[src/rtl/seq_fsm_multi_pkg.sv]
`default_nettype none
// ============================================================================
// Module   : seq_pkg
// Purpose  : Shared types, defaults and helpers for the seq_fsm_multi
//            start/progress/release sequencer.
// Revision : 1.0 - initial release
// ============================================================================
package seq_pkg;

  // Per-channel sequencer state; ST_ERR is reachable only with SEQ_TIMEOUT_EN.
  typedef enum logic [1:0] {
    ST_IDLE = 2'b00,
    ST_RUN  = 2'b01,
    ST_HOLD = 2'b10,
    ST_ERR  = 2'b11
  } seq_state_t;

  // Default width of each run-cycle counter.
  localparam int SEQ_CNT_W_DEFAULT = 8;

  // Saturating increment for a value of width w (w <= 63); never wraps.
  function automatic logic [63:0] sat_inc(input logic [63:0] v, input int unsigned w);
    logic [63:0] lim;
    lim = (64'd1 << w) - 64'd1;
    return (v >= lim) ? lim : v + 64'd1;
  endfunction

endpackage
`default_nettype wire

[src/rtl/seq_fsm_multi_ch.sv]
`default_nettype none
// ============================================================================
// Module   : seq_ch
// Purpose  : One sequencer channel: IDLE -> RUN -> HOLD -> IDLE handshake,
//            RUN-phase cycle counter, run_cycles capture and done pulse.
//            Optional RUN timeout into ERR when SEQ_TIMEOUT_EN is defined.
// Revision : 1.0 - initial release
// ============================================================================
module seq_ch
  import seq_pkg::*;
#(
  parameter int CNT_W   = SEQ_CNT_W_DEFAULT,
  parameter int TIMEOUT = 200
) (
  input  logic             clk,
  input  logic             rst,
  input  logic             s,
  input  logic             p,
  output logic             done,
  output logic             busy,
  output logic             err,
  output logic [CNT_W-1:0] run_cycles
);

  seq_state_t       state_q, state_d;
  logic [CNT_W-1:0] cnt_q, cnt_d;
  logic [CNT_W-1:0] run_cycles_q, run_cycles_d;
  logic             done_q, done_d;
  logic [CNT_W-1:0] cnt_inc;

  assign cnt_inc = CNT_W'(sat_inc(64'(cnt_q), CNT_W));

  // Next-state, counter and capture logic; done is only raised on HOLD exit.
  always_comb begin
    state_d      = state_q;
    cnt_d        = cnt_q;
    run_cycles_d = run_cycles_q;
    done_d       = 1'b0;
    case (state_q)
      ST_IDLE: begin
        if (s) begin
          state_d = ST_RUN;
          cnt_d   = '0;
        end
      end
      ST_RUN: begin
        if (!p) begin
          state_d      = ST_HOLD;
          run_cycles_d = cnt_inc;
`ifdef SEQ_TIMEOUT_EN
        end else if (cnt_inc == CNT_W'(TIMEOUT)) begin
          state_d      = ST_ERR;
          run_cycles_d = CNT_W'(TIMEOUT);
`endif
        end else begin
          cnt_d = cnt_inc;
        end
      end
      ST_HOLD: begin
        if (!s) begin
          state_d = ST_IDLE;
          done_d  = 1'b1;
        end
      end
`ifdef SEQ_TIMEOUT_EN
      ST_ERR: begin
        if (!s) state_d = ST_IDLE;
      end
`endif
      default: state_d = ST_IDLE;
    endcase
  end

  // State and data registers, cleared asynchronously so no done survives reset.
  always_ff @(posedge clk or posedge rst) begin
    if (rst) begin
      state_q      <= ST_IDLE;
      cnt_q        <= '0;
      run_cycles_q <= '0;
      done_q       <= 1'b0;
    end else begin
      state_q      <= state_d;
      cnt_q        <= cnt_d;
      run_cycles_q <= run_cycles_d;
      done_q       <= done_d;
    end
  end

  assign done       = done_q;
  assign busy       = (state_q != ST_IDLE);
  assign run_cycles = run_cycles_q;
`ifdef SEQ_TIMEOUT_EN
  assign err        = (state_q == ST_ERR);
`else
  assign err        = 1'b0;
`endif

endmodule
`default_nettype wire

[src/rtl/seq_fsm_multi.sv]
`default_nettype none
// ============================================================================
// Module   : seq_fsm_multi
// Purpose  : N_CH independent start/progress/release sequencers with per
//            channel RUN-length measurement and a global all_idle flag.
//            Optional timeout compiled in with macro SEQ_TIMEOUT_EN.
// Revision : 1.0 - initial release
// ============================================================================
module seq_fsm_multi
  import seq_pkg::*;
#(
  parameter int N_CH    = 4,
  parameter int CNT_W   = SEQ_CNT_W_DEFAULT,
  parameter int TIMEOUT = 200
) (
  input  logic                  clk,
  input  logic                  rst,
  input  logic [N_CH-1:0]       s,
  input  logic [N_CH-1:0]       p,
  output logic [N_CH-1:0]       done,
  output logic [N_CH-1:0]       busy,
  output logic [N_CH-1:0]       err,
  output logic [N_CH*CNT_W-1:0] run_cycles,
  output logic                  all_idle
);

  // One fully independent channel per bit of s/p.
  generate
    for (genvar i = 0; i < N_CH; i++) begin : g_ch
      seq_ch #(
        .CNT_W  (CNT_W),
        .TIMEOUT(TIMEOUT)
      ) u_ch (
        .clk       (clk),
        .rst       (rst),
        .s         (s[i]),
        .p         (p[i]),
        .done      (done[i]),
        .busy      (busy[i]),
        .err       (err[i]),
        .run_cycles(run_cycles[i*CNT_W +: CNT_W])
      );
    end
  endgenerate

  assign all_idle = ~|busy;

endmodule
`default_nettype wire

[config.mk]
export PLATFORM = sky130hd
export DESIGN_NAME = seq_fsm_multi
export DESIGN_NICKNAME = d
export VERILOG_FILES = /design/src/rtl/seq_fsm_multi_pkg.sv /design/src/rtl/seq_fsm_multi_ch.sv /design/src/rtl/seq_fsm_multi.sv
export SDC_FILE = /design/constraint.sdc
export NUM_CORES = 1
export LEC_CHECK = 0
export CAP_MARGIN = 20
export CORE_ASPECT_RATIO = 0.6
export CORE_MARGIN = 2
export CORE_UTILIZATION = 40
export DETAILED_ROUTE_END_ITERATION = 8
export PLACE_DENSITY = 0.68
export SYNTH_ARGS = -nofsm -noshare
export SYNTH_HDL_FRONTEND = slang
export SYNTH_SLANG_ARGS = --single-unit
[constraint.sdc]
create_clock -name clk -period 4.4 [get_ports clk]
set_clock_uncertainty 0.05 [all_clocks]
set_input_delay 0.88 -clock clk [delete_from_list [all_inputs] [get_ports clk]]
set_output_delay 0.88 -clock clk [all_outputs]
set_load 0.1 [all_outputs]
==> metrics.md <==
| Metric | Value |
|---|---|
| Status | `finished clean` |
| Ports | `55` |
| Yosys top cell area share | `0.5041` |
| 1st-iter DRT viols | `about 230` |
| Post-Route Setup TNS | `0 ns` |
| Non-Filler Instances | `about 570` |
| Largest net degree at the start of global routing | `34` |
| Mean Syn Cell Area | `9.575 µm²` |
| CP max stage cell | `clkdlybuf4s50_1` |
| Hold Startpoint | `g_ch[1].u_ch.run_cycles[1]` |
| Remaining antenna violation count | `0` |
| Post-synth EDFFs | `0` |
| Worst EP required | `between 3 and 4 ns` |
| PostCTS Resize Cnt | `0` |
| CP startpoint kind | `flip-flop` |
| Seq cells post-synth | `76` |
| Grt total ovfl | `0` |
| WL final | `8366 µm` |
| Post-layout util | `0.5036` |
| Post-CTS Setup Inserts | `0` |
| Die area | `10,250 µm²` |
| Placed Cells | `555` |
| # DRC | `0` |
| Layout cells sized above 1 | `0.07029` |
| Vias/cell | `5.233` |
| RePlAce Congestion | `0.8345` |
| Starting Density | `0.4121` |
| Area Overhead vs Synth | `22.22%` |
| Ys flop type | `dfrtp_1` |
| Most numerous cell in the Yosys netlist | `dfrtp_1` |
| Reg2Reg Depth | `5` |
| ANT cells | `0` |
| Measured slew at the worst slew-check pin | `around 1.0 ns` |
| Gr usage total | `0.1761` |
| Final max-slew violation count | `0` |
| Reg area | `1902 µm²` |
| Tmin final | `3.050 ns` |
| Tcrit/Tclk final | `0.6932` |
| Arrival time at the worst endpoint | `2.12 ns` |
| CTS Root Cell | `clkbuf_16` |
| Vias in the first global route | `2,764` |
| WS Path Type | `reg2out` |
| Worst-case hold path end point | `g_ch[1].u_ch.run_cycles[1]` |
| Achievable Freq | `327.9 MHz` |
| Routed len/inst | `roughly 15 µm` |
| R2R setup slack | `between 2 and 2.5 ns` |
| Max-Cap Viols | `0` |
| Initial antenna violation count | `0` |
| Reg2reg start | `g_ch[0].u_ch.cnt_q[0]` |
| # fillers | `884` |
| Crit path largest cell delay | `1.14 ns` |
| Mapped cell area | `3772 µm²` |
| Pre-antenna DRT Iters | `4` |
| Nets | `450` |
| Critical Path End Type | `primary output` |
| Die extent in y | `79.23 µm` |
| GR Util met3 | `0.05863` |
| Post-DP HPWL | `between 5000 and 6000 µm` |
| Post-synth top area cell | `dfrtp_1` |
| Clock slew at reported path FFs | `around 0.060 ns` |
| Port Buf Inserts | `50` |
| CTS Buf Count | `9` |
| Clock Path Buffers | `2` |
| Vias | `2,988` |
| Hold-fix buffers at CTS | `0` |
| Sequential area share after synthesis | `0.5041` |
| Worst-skew pair later-pin latency | `0.33 ns` |
| Post-synth cell types | `45` |
| Core Footprint | `between 9000 and 10,000 µm²` |
| R2r endpoint | `g_ch[0].u_ch.cnt_q[4]` |
| Synth cell count leaders | `dfrtp_1, o21ai_0, nor2_1, nand2_1, a31oi_1` |
| Sinks on Clock Net | `76` |
| Final setup violation count | `0` |
| GR Layer Usage met2 | `0.2426` |
| Layer with the highest usage | `met1` |
| DIE WIDTH | `approximately 130 µm` |
| Cell row count | `27` |
| Multi-input logic area | `approximately 1700 µm²` |
| Worst path cell trace | `nor2_1 > inv_1 > clkdlybuf4s50_1` |
| Worst slew margin | `0.3137` |
| Hold Crit Class | `reg2reg` |
| CTS tree | `yes` |
| YS warnings | `0` |
| H-tree depth | `3` |
| Mapped Cells | `394` |
| Final Hold Vio Count | `0` |
| Largest cells by area after synthesis | `dfrtp_1, o21ai_0, nor2_1` |
| First-pass GRT wire length | `between 10,000 and 15,000 µm` |
| Hold Crit Depth | `2` |
| Asr flop ratio synth | `1.000` |
| RSZ-0062 raised after global routing | `no` |
| Met1 Resource Use GR | `0.2620` |
| CP Max Fanout | `7` |
| Min Hold Slack | `0.4461 ns` |
how the worst max path moves through the flow:
stage,from,endpoint,slack (ns)
after floorplan,g_ch[2].u_ch.state_q[0],all_idle,1.04
after global placement,g_ch[2].u_ch.state_q[0],busy[2],1.72
after detailed placement,g_ch[1].u_ch.state_q[0],busy[1],1.69
after CTS,g_ch[1].u_ch.state_q[0],busy[1],1.33
after global routing,g_ch[1].u_ch.state_q[0],busy[1],1.26
final,g_ch[1].u_ch.state_q[0],busy[1],1.35
worst max-delay path, delay by kind of cell, from the launching register on:
family | cells | cell delay, ns
buf+inv | 2 | 1.25
flops | 1 | 0.42
simple gates | 1 | 0.11
cells in the final DEF, fill, tap and decap left out, types with 3 or more instances in the layout:
| master | count |
|---|---|
| a21oi_1 | 16 |
| clkbuf_16 | 9 |
| ha_1 | 4 |
| a31oi_1 | 22 |
| xnor2_1 | 9 |
| o22a_1 | 3 |
| inv_1 | 18 |
| and4_1 | 4 |
| dfrtp_1 | 76 |
| conb_1 | 4 |
| clkdlybuf4s50_1 | 49 |
| nor2_1 | 40 |
| a21o_1 | 6 |
| a22o_1 | 13 |
| and3_1 | 7 |
| and2_1 | 5 |
| buf_4 | 3 |
| xor2_1 | 4 |
| nand4_1 | 3 |
| nor3b_1 | 4 |
| and3b_1 | 5 |
| nor3_1 | 5 |
| a21oi_2 | 3 |
| clkinv_2 | 4 |
| o21ai_0 | 45 |
| nand3b_1 | 4 |
| nand2_1 | 35 |
| nand3_1 | 14 |
stage by stage:
stage / setup slack [ns] / cell area (µm²)
after floorplan: 1.044 / 3790
after CTS: 1.326 / 4611
final: 1.350 / 4611
after global routing: 1.263 / 4611
after detailed placement: 1.685 / 4308
after global placement: 1.717 / 4308
per-layer routing:
metal,wire length [µm],vias to the layer above,share of wire
li1,-,1492,-
met1,4225,1427,0.51
met2,3552,64,0.42
met3,508,5,0.061
met4,80,0,0.0096
met5,0,-,0
registers in the layout, indices dropped and copies added, names as in the netlist:
name,cells
g_ch.u_ch.state_q,8
g_ch.u_ch.done,4
g_ch.u_ch.cnt_q,32
g_ch.u_ch.run_cycles,32
area by class of cell:
type                       count  share of cell area
inverter                      19             0.01547
timing repair buffer          52              0.1113
tap                          130             0.03528
clock buffer                  11             0.05482
sequential                    76              0.4125
clock inverter                 5             0.01085
multi-input combinational    278              0.3598
logic make-up (layout without fill, tap and decap cells):
| logic type | after synthesis | count (layout) | share of synthesized area |
|---|---|---|---|
| compound gates | 121 | 121 | 0.2010 |
| flops | 76 | 76 | 0.5041 |
| other cells | 1 | 4 | 0.0009941 |
| simple gates | 134 | 134 | 0.1818 |
| xor+xnor | 13 | 13 | 0.03018 |
| mux | 2 | 2 | 0.007961 |
| buf+inv | 43 | 87 | 0.06070 |
| fa+ha+maj | 4 | 4 | 0.01327 |
Power is left out: the tool's default activity adds up to more than one toggle a clock period on the data nets, which glitch-free logic cannot reach.
